### src/rtl/beat_sequencer.sv
// beat_sequencer: prescaled beat index generator with play/pause/stop control.
// Optional feature macro: BEAT_SEQUENCER_FAST_EN adds a 'fast' input for double tempo.
module beat_sequencer #(
    parameter int unsigned DIV      = 12_500_000,
    parameter int unsigned BEAT_LEN = 64
) (
    input  logic        clk,
    input  logic        rst_n,
    input  logic        play,
    input  logic        stop,
    input  logic        loop_en,
`ifdef BEAT_SEQUENCER_FAST_EN
    input  logic        fast,
`endif
    output logic [11:0] ibeatNum,
    output logic        beat_tick,
    output logic        playing,
    output logic        song_done
);

    localparam int unsigned CNT_W = $clog2(DIV);
    localparam int unsigned IDX_W = 12;
    localparam logic [IDX_W-1:0] LAST_IDX  = IDX_W'(BEAT_LEN - 1);
    localparam logic [CNT_W-1:0] TERM_SLOW = CNT_W'(DIV - 1);

    typedef enum logic [1:0] {
        ST_STOP  = 2'd0,
        ST_PLAY  = 2'd1,
        ST_PAUSE = 2'd2
    } state_t;

    state_t             state, state_n;
    logic [CNT_W-1:0]   div_cnt, div_cnt_n;
    logic [IDX_W-1:0]   idx_n;
    logic               tick_n, done_n;
    logic [CNT_W-1:0]   term;
    logic               run;

`ifdef BEAT_SEQUENCER_FAST_EN
    localparam logic [CNT_W-1:0] TERM_FAST = CNT_W'((DIV / 2) - 1);
    assign term = fast ? TERM_FAST : TERM_SLOW;
`else
    assign term = TERM_SLOW;
`endif

    // State and registered outputs.
    always_ff @(posedge clk or negedge rst_n) begin
        if (!rst_n) begin
            state     <= ST_STOP;
            div_cnt   <= '0;
            ibeatNum  <= '0;
            beat_tick <= 1'b0;
            song_done <= 1'b0;
            playing   <= 1'b0;
        end else begin
            state     <= state_n;
            div_cnt   <= div_cnt_n;
            ibeatNum  <= idx_n;
            beat_tick <= tick_n;
            song_done <= done_n;
            playing   <= (state_n == ST_PLAY);
        end
    end

    // Next state, prescaler and beat advance. The resume edge counts as a
    // PLAY cycle so a pause of (r-p) edges delays the beat by exactly r-p.
    always_comb begin
        state_n   = state;
        div_cnt_n = div_cnt;
        idx_n     = ibeatNum;
        tick_n    = 1'b0;
        done_n    = 1'b0;
        run       = 1'b0;

        if (stop) begin
            state_n   = ST_STOP;
            div_cnt_n = '0;
            idx_n     = '0;
        end else begin
            case (state)
                ST_STOP: begin
                    div_cnt_n = '0;
                    idx_n     = '0;
                    if (play) state_n = ST_PLAY;
                end
                ST_PLAY: begin
                    if (play) state_n = ST_PAUSE;
                    else      run     = 1'b1;
                end
                ST_PAUSE: begin
                    if (play) begin
                        state_n = ST_PLAY;
                        run     = 1'b1;
                    end
                end
                default: begin
                    state_n   = ST_STOP;
                    div_cnt_n = '0;
                    idx_n     = '0;
                end
            endcase

            if (run) begin
                if (div_cnt >= term) begin
                    div_cnt_n = '0;
                    if (ibeatNum >= LAST_IDX) begin
                        idx_n  = '0;
                        done_n = 1'b1;
                        if (loop_en) tick_n  = 1'b1;
                        else         state_n = ST_STOP;
                    end else begin
                        idx_n  = ibeatNum + IDX_W'(1);
                        tick_n = 1'b1;
                    end
                end else begin
                    div_cnt_n = div_cnt + CNT_W'(1);
                end
            end
        end
    end

endmodule

### config.mk
export PLATFORM = sky130hd
export DESIGN_NAME = beat_sequencer
export DESIGN_NICKNAME = d
export VERILOG_FILES = /design/src/rtl/beat_sequencer.sv
export SDC_FILE = /design/constraint.sdc
export NUM_CORES = 1
export LEC_CHECK = 0
export ABC_AREA = 1
export BUFFER_PORTS_ARGS = -buffer_cell sky130_fd_sc_hd__buf_2
export CAP_MARGIN = 20
export CORE_MARGIN = 5
export CORE_UTILIZATION = 60
export CTS_BUF_LIST = sky130_fd_sc_hd__clkbuf_16
export CTS_CLUSTER_DIAMETER = 60
export DETAILED_ROUTE_END_ITERATION = 10
export GPL_TIMING_DRIVEN = 0
export PLACE_DENSITY = 0.78
export SYNTH_ARGS = -nofsm -noshare
export SYNTH_HDL_FRONTEND = slang
export SYNTH_SLANG_ARGS = --single-unit
### constraint.sdc
create_clock -name clk -period 3.2 [get_ports clk]
set_input_delay 0 -clock clk [delete_from_list [all_inputs] [get_ports clk]]
set_output_delay 0 -clock clk [all_outputs]
set_load 0.02 [all_outputs]
-- Word-level counts from Yosys, hierarchy flattened
Index checks and enable logic that the tools add are counted.
- bits in registers: 41
- input bits: 5
- output and inout port bits: 15
- word-level logic and storage cells: 47
- $add $sub $neg: 2
- $lt $le $gt $ge: 2
- eq/ne operators: 4
- multiplexer cells: 30
- reduce and logical (&&, ||, !) cells: 3
- operators with widths (operator ; number):
    two-way mux 24 bit ; 4
    two-way mux 12 bit ; 5
    adder 24 x 1 -> 24 bit, second input constant ; 1
    greater-or-equal comparator 24 bit, second input constant ; 1
    two-way mux 2 bit ; 7
    adder 12 x 1 -> 12 bit, second input constant ; 1
    greater-or-equal comparator 12 x 6 -> 1 bit, second input constant ; 1
    two-way mux 1 bit ; 12
    equality test 2 x 1 -> 1 bit, second input constant ; 2
    one-hot mux 2 bit (2 select lines) ; 1
    OR reduction 2 bit ; 2
    != test 3 x 1 -> 1 bit, second input constant ; 1
    equality test 2 bit, second input constant ; 1
    logical NOT 2 bit ; 1
    one-hot mux 1 bit (2 select lines) ; 1

-- Depth between registers and ports, before layout
Gate-level depths: netlist of the first run.
- depth after elaboration: 9
- depth in mapped cells: 11
- gate-level depth less buffers: 11

-- Worst setup path before layout of the first run
Ideal clock, no wire load.
- path kind: register -> register
- start: register state[0]
- end: register div_cnt[4]
- arrival: 1.537 ns
- required time: 3.076 ns
- setup slack: 1.539 ns
- stages on the path, launching flop included: 10
- period minus slack after synthesis: 1.661 ns
- path through: dfrtp_1 -> inv_1 -> ha_1 -> buf_2 -> nand2_2 -> nor2_4 -> buf_2 -> nor2_1 -> o22ai_1 -> a21oi_2
- word-level cells in the longest chain between the ends: 5
- elaborated cells on any way between the ends: 8
- those cells by class: eq/ne (3); mux (4); reduce/logical (1)
- RTL lines (what ; line ; text):
    start, declared ; 32 ; state_t state, state_n;
    start signal, assigned ; 56 ; state <= state_n;
    equality test 2 bit or equality test 2 x 1 -> 1 bit (tied branches) ; 80 ; case (state)
    one-hot mux 1 bit (2 select lines) ; 80 ;
    two-way mux 1 bit ; 75 ; if (stop) begin
    two-way mux 24 bit ; 103 ; if (run) begin
    two-way mux 24 bit ; 75 ;
    end signal, assigned ; 57 ; div_cnt <= div_cnt_n;
    end, declared ; 33 ; logic [CNT_W-1:0] div_cnt, div_cnt_n;
Parallel ways exist; a longest one is shown, timed or not. The select of a mux whose other input is x is not followed.
A chain may end at the register's enable or synchronous reset.

-- Worst setup path in the final report of the first run
Ends and elaborated chain as after synthesis.

==> impl_metrics.toml, run 1 <==
[cells_and_area]
drive_gt1_share_pct = 18.39
multi_input_area_sq_um = 1394
syn_to_final_growth_pct = 12.81
n_antenna_cell = 0
finish.utilization_pct = 69.30
fillers = 377
register_area_sq_um = 1026
fin_nets = 408

[timing]
tightest_slew_ns = 0.9004
rsz0062_at_grt = "false"
finalSetupTns_ns = 0
hold_viol_final = 0
max-slew-margin-rel_pct = 39.98
setup_viol = 0
fin_crit_sh_pct = 62.40
clock_skew_ns = 0.003415
fmax_mhz = 500.8
slew_violations = 0
min_period_ns = 1.997

[clock_network]
numClockSinks = 41
htreeDepth = 2
cts_buffer_depth = 2
cts_buffers = 5
postCtsSetupRepairBufs = 0
root_buffer = "clkbuf_16"
path_clk_slew_ns = 0.06
clk_latency_ns = 0.28
cts.repair.resized = 0
cts_tree = "yes"

[drt]
routedWlPerCell_um = 13.20
drt-vias-per-instance = 5.303
drt_wl_total_um = 5926
ant_nets = 0
routed-via-count = 2381
first_pass_iters = 4
drt-initial-drc-count = 161
drc = 0

[critical_path]
cp-start-kind = "register"
path_max_fanout = 10
cp.required_ns = 3.36
cp_num_buf_inv = 3
cp_common_cell = "buf_2"
path_delay_family = "buffers and inverters"
critPathKind = "register to register"
end_kind = "register"
r2r_setup_slack_ns = 1.20
cp_cell_sequence = "inv_1 -> ha_1 -> buf_2 -> nand2_2 -> nor2_4 -> buf_2 -> nor2_1 -> o22ai_1 -> a21oi_2"
slowest_stage = "dfrtp_1"
cp_slowest_stage_delay_ns = 0.39
critical_path_arrival_ns = 2.16

[synth]
synth_area_leaders = "dfrtp_1, nand2_1, nor2_1"
synth_ff_type = "dfrtp_1"
ys_top_cells_by_count = "nand2_1, nor2_1, dfrtp_1, inv_1, nand3_1"
syn_avg_cell_area_sq_um = 7.199
syn_nets = 380
synth_top_area_cell = "dfrtp_1"
synth_most_common_cell = "nand2_1"
async_flop_share_pct = 100.0
synth_edf_count = 0
synthCells = 369
yosys.area.top_type_share_pct = 38.62
yosysSeqAreaShare_pct = 38.62
ys_ff_latch = 41
synth.distinct_cells = 32
syn_area_sq_um = 2656
ys_warn_count = 0

[pwr]
p_leak_uw = 0.001496
total_power_uw = 1207
power_density_nw_per_um2 = 402.6
peakVddDrop_mv = 0.2753

[floorplan]
rows = 24
die_height_um = 76.54
die_w_um = 76.54
initial_core_util_pct = 61.43
core_sq_um = 4324
io-pin-count = 20
dieArea_sq_um = 5858

[place]
port_buffers = 19
gp_congestion = 0.8749
dp_hpwl_um = 4353

[status]
status = "completed"

[global_routing]
antenna_found_initial = 0
first_global_vias = 2357
grt_max_degree = 42
grt_pass1_wl_um = 10450
grt_use_total_pct = 21.51
grt_remaining_overflow = 0

[run]
drv_cap = 0

[min_path]
hold_path_class = "primary input to register"
worst reg2reg max path: stages, from the launching register on:
cell and delay [ns]:
dfrtp_1 0.39, inv_1 0.08, ha_1 0.27, buf_2 0.21
nand2_2 0.11, nor2_4 0.25, buf_2 0.28, nor2_1 0.08
o22ai_1 0.16, a21oi_2 0.05
layout by cell type (no fill, tap or decap), types with 5 or more instances in the layout:
cell type  Yosys  layout
buf_2          3      22
inv_1         41      41
inv_2          5       5
or2_2          5       5
ha_1           6       6
nor2_1        55      55
nand2_2        8       8
nand4_1        6       6
dfrtp_1       41      41
clkbuf_16      0       5
nand2_1       98      98
xor2_1         5       5
a21oi_2        7       7
a21oi_1       17      17
nand3_1       31      31
o21ai_0        6       6
stage by stage:
step | cells | hold slack, ns | instance area, sq um | setup slack, ns
after floorplan | 369 | -0.2956 | 2656 | 1.539
after global placement | 440 | 0.1899 | 2816 | 1.263
after detailed placement | 440 | 0.1900 | 2816 | 1.207
after CTS | 449 | 0.008364 | 2997 | 1.197
after global routing | 449 | 0.02570 | 2997 | 1.079
final | 449 | 0.01495 | 2997 | 1.203
metal layers:
layer | share of wire (%) | vias to the layer above | track usage [%]
li1 | - | 1222 | -
met5 | 0 | - | 0
met4 | 1.5 | 0 | 6.469
met3 | 4.7 | 10 | 4.137
met2 | 51 | 56 | 38.53
met1 | 43 | 1093 | 25.84
layout make-up:
type / count / area share, %
plain buffers: 8 / 2.129
clock buffers: 5 / 4.175
clock inverters: 2 / 1.169
inverters: 46 / 5.762
multi-input cells: 274 / 46.51
flip-flops and latches: 41 / 34.24
well taps: 52 / 2.171
repair buffers: 21 / 3.841
where the power goes:
part           internal, uW  switching [uW]
Clock                   362             195
Combinational          34.5            87.3
Sequential              524            4.28
Total                   920             286
final timing paths:
path	start	endpoint	cells past startpoint
max in group asynchronous	rst_n	ibeatNum[3]	2
setup reg to reg	state[0]	div_cnt[4]	9
hold reg to reg	div_cnt[21]	div_cnt[21]	2
min in group asynchronous	rst_n	div_cnt[15]	2
hold / removal	stop	song_done	2
setup / recovery	state[0]	div_cnt[4]	9
state kept, by name, indices dropped and copies added (netlist names):
| signal | cells |
|---|---|
| song_done | 1 |
| div_cnt | 24 |
| ibeatNum | 12 |
| state | 2 |
| beat_tick | 1 |
| playing | 1 |
cell families (layout without fill, tap and decap cells):
family | after synthesis | after routing | synth area share, %
simple gates | 220 | 220 | 37.02
buf+inv | 54 | 82 | 8.902
flops | 41 | 41 | 38.62
compound gates | 40 | 40 | 9.986
xor+xnor | 8 | 8 | 2.638
fa+ha+maj | 6 | 6 | 2.826
what timing repair did:
action	in CTS	in global routing
hold endpoints to repair	42	0
hold buffers	2	0
endpoints found under the setup margin	0	0
Note: power is estimated with default switching activity, not from simulation.
==> run 2: changes to the inputs <==
--- a/config.mk
+++ b/config.mk
@@ -9,12 +9,12 @@
 export BUFFER_PORTS_ARGS = -buffer_cell sky130_fd_sc_hd__buf_2
 export CAP_MARGIN = 20
 export CORE_MARGIN = 5
-export CORE_UTILIZATION = 60
+export CORE_UTILIZATION = 54
 export CTS_BUF_LIST = sky130_fd_sc_hd__clkbuf_16
 export CTS_CLUSTER_DIAMETER = 60
 export DETAILED_ROUTE_END_ITERATION = 10
 export GPL_TIMING_DRIVEN = 0
-export PLACE_DENSITY = 0.78
+export PLACE_DENSITY = 0.74
 export SYNTH_ARGS = -nofsm -noshare
 export SYNTH_HDL_FRONTEND = slang
 export SYNTH_SLANG_ARGS = --single-unit
==> constraint.sdc (replaced) <==
create_clock -name clk -period 1.7 [get_ports clk]
set_input_delay 0 -clock clk [delete_from_list [all_inputs] [get_ports clk]]
set_output_delay 0 -clock clk [all_outputs]
set_load 0.02 [all_outputs]
==> run 2 against run 1 <==
  * First-iteration DRC count rose by 1.9%
  * Maximum frequency rose by 18%
  * Clock skew rose by 0.00093 ns
  * Final cell count rose by 8.5%
  * Register-to-register slack got worse by 1.2 ns
  * Sequential share of layout area fell by 4.2 points
  * Non-clock buffer count rose by 22
  * Combinational power rose to 3.2 times the previous value
  * Sequential power rose by 89%
  * Critical path depth rose by 2
  * Largest cell class unchanged
==> impl_metrics.toml, run 2 (same netlist as run 1, synthesis figures left out) <==
[timing]
slew_violations = 0
timing.hold.ws_ns = 0.1320
finalSetupTns_ns = 0
tightest_slew_ns = 0.9193
fin_crit_sh_pct = 99.85
fmax_mhz = 589.1
clock_skew_ns = 0.004341
setup_viol = 0
hold_viol_final = 0
min_period_ns = 1.697
rsz0062_at_grt = "true"
max-slew-margin-rel_pct = 38.71

[clock_network]
cts_buffer_depth = 2
clk_latency_ns = 0.28
numClockSinks = 41
path_clk_slew_ns = 0.06
root_buffer = "clkbuf_16"
cts_buffers = 5
htreeDepth = 2
cts_tree = "yes"

[drt]
first_pass_iters = 4
routedWlPerCell_um = 13.32
ant_nets = 0
drc = 0
drt_wl_total_um = 6489
routed-via-count = 2474
drt-initial-drc-count = 164
drt-vias-per-instance = 5.080

[floorplan]
io-pin-count = 20
die_height_um = 80.14
dieArea_sq_um = 6422
core_sq_um = 4755
die_w_um = 80.14
rows = 25
initial_core_util_pct = 55.87

[place]
gp_congestion = 0.8801
place_inst = 455
port_buffers = 19
dp_hpwl_um = 4308

[global_routing]
grt_remaining_overflow = 0
grt_pass1_wl_um = 10370
antenna_found_initial = 0
grt_use_total_pct = 20.34
first_global_vias = 2287
grt_max_degree = 42

[status]
status = "completed"

[pwr]
peakVddDrop_mv = 0.5453
power_density_nw_per_um2 = 710.4
p_leak_uw = 0.001633

[critical_path]
rr_worst_depth = 11
critPathKind = "register to register"
r2r-start = "div_cnt[0]"
cp.required_ns = 1.90
cp_cell_sequence = "ha_2 -> nand2_2 -> inv_2 -> nand2_2 -> nand2_1 -> nand3_2 -> inv_1 -> nor2_4 -> nand2_4 -> buf_8 -> a21oi_1"
critical_path_arrival_ns = 1.90
cp_common_cell = "nand2_2"
path_max_fanout = 10
cp-start-kind = "register"
cp_slowest_stage_delay_ns = 0.41
end_kind = "register"
slowest_stage = "dfrtp_1"
crit_start = "div_cnt[0]"

[min_path]
hold_path_depth = 5
hold_path_class = "primary input to register"
worstHoldStart = "play"

[cells_and_area]
reg_top3 = "div_cnt (24), ibeatNum (12), state (2)"
instances_no_fill = 487
fillers = 379
syn_to_final_growth_pct = 29.11
largest_register_ffs = 24
n_antenna_cell = 0
layout_common_cells = "nand2_1, nor2_1, dfrtp_1"
fin_nets = 430
layout_commonest_cell = "nand2_1"
regMostFlops = "div_cnt"
drive_gt1_share_pct = 30.48

[run]
drv_cap = 0
## run 2: changes by cell type in the layout (fill, tap and decap cells not counted), moves of 4 or more
cell	previous run	this run
nand2_1	98	94
buf_4	0	17
inv_1	41	37
ha_1	6	1
nor2_1	55	50
a21oi_1	17	11
inv_2	5	9
a21oi_2	7	12
## run 2: layout make-up
class / instances / area (sq um) / share of cell area (%)
Multi-Input combinational cell: 274 / 1565 / 45.64
Sequential cell: 41 / 1028 / 29.99
Timing Repair Buffer: 43 / 315.3 / 9.194
Inverter: 46 / 177.7 / 5.181
Clock buffer: 5 / 125.1 / 3.648
Buffer: 8 / 96.34 / 2.809
Tap cell: 67 / 83.83 / 2.444
Clock inverter: 3 / 37.54 / 1.094
## run 2: where the power goes
| part | switching (uW) | total [uW] | internal (uW) |
|---|---|---|---|
| Sequential | 8.95 | 996 | 987 |
| Clock | 370 | 1050 | 682 |
| Combinational | 220 | 389 | 169 |
## run 2: routing by layer
layer	part of all wire [%]	vias to the layer above	track usage [%]
met3	3.5	7	3.924
li1	-	1259	-
met2	49	42	34.02
met1	46	1166	26.51
met5	0	-	0
met4	0.99	0	6.250
## run 2: path summary, 6_finish.rpt
path	slack [ns]	endpoint
hold / removal	0.13	state[1]
setup reg to reg	0.003	div_cnt[8]
max in group asynchronous	0.68	state[1]
setup / recovery	0.003	div_cnt[8]
hold reg to reg	0.52	ibeatNum[6]
min in group asynchronous	0.39	div_cnt[21]
## run 2: what timing repair did
item                                    in CTS  in global routing
endpoints found under the setup margin      32                 39
pin swaps                                    2                 14
resized for setup                           13                 49
hold buffers                                 3                  0
gates cloned                                 0                  1
setup buffers                                6                 15
hold endpoints to repair                    43                  0
## run 2: worst max-delay path, delay by kind of cell (launching register included)
kind / cells / cell delay, ns
buffers and inverters: 3 / 0.28
and+or+nand+nor: 6 / 0.58
adders and majority gates: 1 / 0.20
DFF: 1 / 0.41
AOI/OAI and AO/OA: 1 / 0.14
## run 2: per-stage QoR
stage          setup WS, ns  utilization (%)  power [uW]  area [sq um]
2_1_floorplan       0.03929                -        1166          2656
3_3_place_gp        -0.2129            59.63        1235          2835
3_5_place_dp        -0.2573            59.63        1239          2835
4_1_cts            -0.01194            65.68        2344          3123
5_1_grt            -0.08797            72.13        2520          3430
6_report           0.002502            72.13        2436          3430
==> run 3: changes to the inputs <==
--- a/config.mk
+++ b/config.mk
@@ -8,13 +8,12 @@
 export ABC_AREA = 1
 export BUFFER_PORTS_ARGS = -buffer_cell sky130_fd_sc_hd__buf_2
 export CAP_MARGIN = 20
-export CORE_MARGIN = 5
-export CORE_UTILIZATION = 54
+export CORE_UTILIZATION = 60
 export CTS_BUF_LIST = sky130_fd_sc_hd__clkbuf_16
 export CTS_CLUSTER_DIAMETER = 60
 export DETAILED_ROUTE_END_ITERATION = 10
 export GPL_TIMING_DRIVEN = 0
-export PLACE_DENSITY = 0.74
+export PLACE_DENSITY = 0.78
 export SYNTH_ARGS = -nofsm -noshare
 export SYNTH_HDL_FRONTEND = slang
 export SYNTH_SLANG_ARGS = --single-unit
==> constraint.sdc (replaced) <==
create_clock -name clk -period 2 [get_ports clk]
set_input_delay 0 -clock clk [delete_from_list [all_inputs] [get_ports clk]]
set_output_delay 0 -clock clk [all_outputs]
set_load 0.02 [all_outputs]
==> run 3 against run 2 <==
  * The run now ends with hold timing left
  * Flip-flop and latch count unchanged
  * Register-to-register slack improved by 0.11 ns
  * Hold slack got worse by 0.14 ns
  * Setup slack improved by 0.11 ns
  * Clock power down 12%
  * Critical path type unchanged
  * Largest cell class unchanged
  * Highest routed layer unchanged
==> impl_metrics.toml, run 3 (same netlist as run 1, synthesis figures left out) <==
[status]
status = "finished, violations left"
violations = "hold timing"

[critical_path]
path_delay_family = "buffers and inverters"
cp_slowest_stage_delay_ns = 0.40
end_kind = "register"
cp_common_cell = "clkbuf_4"
crit_start = "state[0]"
cp-start-kind = "register"
cp_cell_sequence = "inv_1 -> ha_1 -> clkbuf_4 -> nand2_2 -> nor2_4 -> clkbuf_4 -> nor2_1 -> o22ai_1 -> a21oi_2"
critPathKind = "register to register"
critical_path_arrival_ns = 2.06
slowest_stage = "dfrtp_1"
cp.required_ns = 2.17
r2r-start = "state[0]"
path_max_fanout = 10
cp_num_buf_inv = 3

[min_path]
hold_path_class = "primary input to register"
worstHoldStart = "loop_en"

[global_routing]
grt_max_degree = 42
first_global_vias = 2307
antenna_found_initial = 0
grt_use_total_pct = 28.57
grt_remaining_overflow = 0
grt_pass1_wl_um = 9798

[cells_and_area]
layout_commonest_cell = "nand2_1"
regMostFlops = "div_cnt"
drive_gt1_share_pct = 19.00
fin_area_sq_um = 3030
fin_nets = 410
register_area_sq_um = 1026
reg_top3 = "div_cnt (24), ibeatNum (12), state (2)"
n_antenna_cell = 0
multi_input_area_sq_um = 1399
fillers = 328
syn_to_final_growth_pct = 14.08
finish.utilization_pct = 73.64
layout_common_cells = "nand2_1, nor2_1, inv_1, dfrtp_1, nand3_1"
largest_register_ffs = 24

[pwr]
combPwrFrac_pct = 10.4
p_int_uw = 1491
p_sw_share_pct = 24.53
p_leak_uw = 0.001510
power_density_nw_per_um2 = 652.0
p_seq_share_pct = 42.8
p_clk_share_pct = 46.8
power.switching_uw = 484.8
peakVddDrop_mv = 0.5465

[timing]
rsz0062_at_grt = "false"
clock_skew_ns = 0.005237
fin_crit_sh_pct = 94.38
layout_setup_ws_ns = 0.1124
tightest_slew_ns = 0.9012
setup_viol = 0
timing.hold.ws_ns = -0.004340
slew_violations = 0
hold_viol_final = 1
max-slew-margin-rel_pct = 39.92
fmax_mhz = 529.8
min_period_ns = 1.888
finalSetupTns_ns = 0

[drt]
first_pass_iters = 4
drt-vias-per-instance = 5.427
drc = 0
routedWlPerCell_um = 13.21
ant_nets = 0
drt_wl_total_um = 5944
drt-initial-drc-count = 144
routed-via-count = 2442

[place]
gp_congestion = 0.8481
dpl_cell_area_sq_um = 2814
place_ws_ns = 0.01992
dp_hpwl_um = 4316
port_buffers = 19

[clock_network]
numClockSinks = 41
cts_buffers = 5
cts_tree = "yes"
root_buffer = "clkbuf_16"
cts_buffer_depth = 2
clk_latency_ns = 0.29
htreeDepth = 2
path_clk_slew_ns = 0.06

[floorplan]
core_sq_um = 4115
rows = 23
dieArea_sq_um = 4697
initial_core_util_pct = 64.55
io-pin-count = 20
die_height_um = 68.54
die_w_um = 68.54

[run]
drv_cap = 0
==> run 3: what timing repair did <==
item | CTS | global route
resized for setup | 0 | 3
endpoints found under the hold margin | 42 | 0
setup buffers | 0 | 2
hold buffers | 2 | 0
setup endpoints to repair | 0 | 2
==> run 3: power groups by stage <==
stage	clock (uW)	sequential [uW]	combinational (uW)
floorplan	0	862	128
global placement	0	860	190
detailed placement	0	860	193
CTS	940	845	196
global route	971	846	228
finish	925	845	205
==> run 3: layout make-up <==
type                    instances  area share (%)
clock buffers                   5           4.129
inverters                      46           5.698
flip-flops and latches         41           33.86
well taps                      50           2.064
repair buffers                 23           4.294
multi-input cells             274           46.16
clock inverters                 3           1.528
plain buffers                   8           2.271
==> run 3: per-stage QoR <==
step	cells	total power, uW
after floorplan	369	991.0
after global placement	438	1049
after detailed placement	438	1053
after CTS	448	1981
after global routing	450	2045
final	450	1976
==> run 3: final timing paths <==
check,endpoint,slack [ns],depth (start not counted)
max,div_cnt[4],0.11,9
min,beat_tick,-0.004,3
max reg2reg,div_cnt[4],0.11,9
min reg2reg,div_cnt[21],0.52,2
max in group asynchronous,div_cnt[1],1.05,2
min in group asynchronous,div_cnt[13],0.38,2
==> run 3: metal layers <==
metal | share of wire [%] | up-vias | global-route usage (%) | wire length (um)
met3 | 3.9 | 13 | 6.250 | 232
li1 | - | 1227 | - | -
met4 | 2.6 | 0 | 11.98 | 156
met1 | 43 | 1144 | 31.34 | 2541
met5 | 0 | - | 0 | 0
met2 | 51 | 58 | 52.57 | 3013
==> run 3: worst register-to-register path, delay by kind of cell, from the launching register on <==
kind                       cells  cell delay, ns
buffers and inverters          3            0.52
adders and majority gates      1            0.27
DFF                            1            0.40
AOI/OAI and AO/OA              2            0.21
and+or+nand+nor                3            0.37
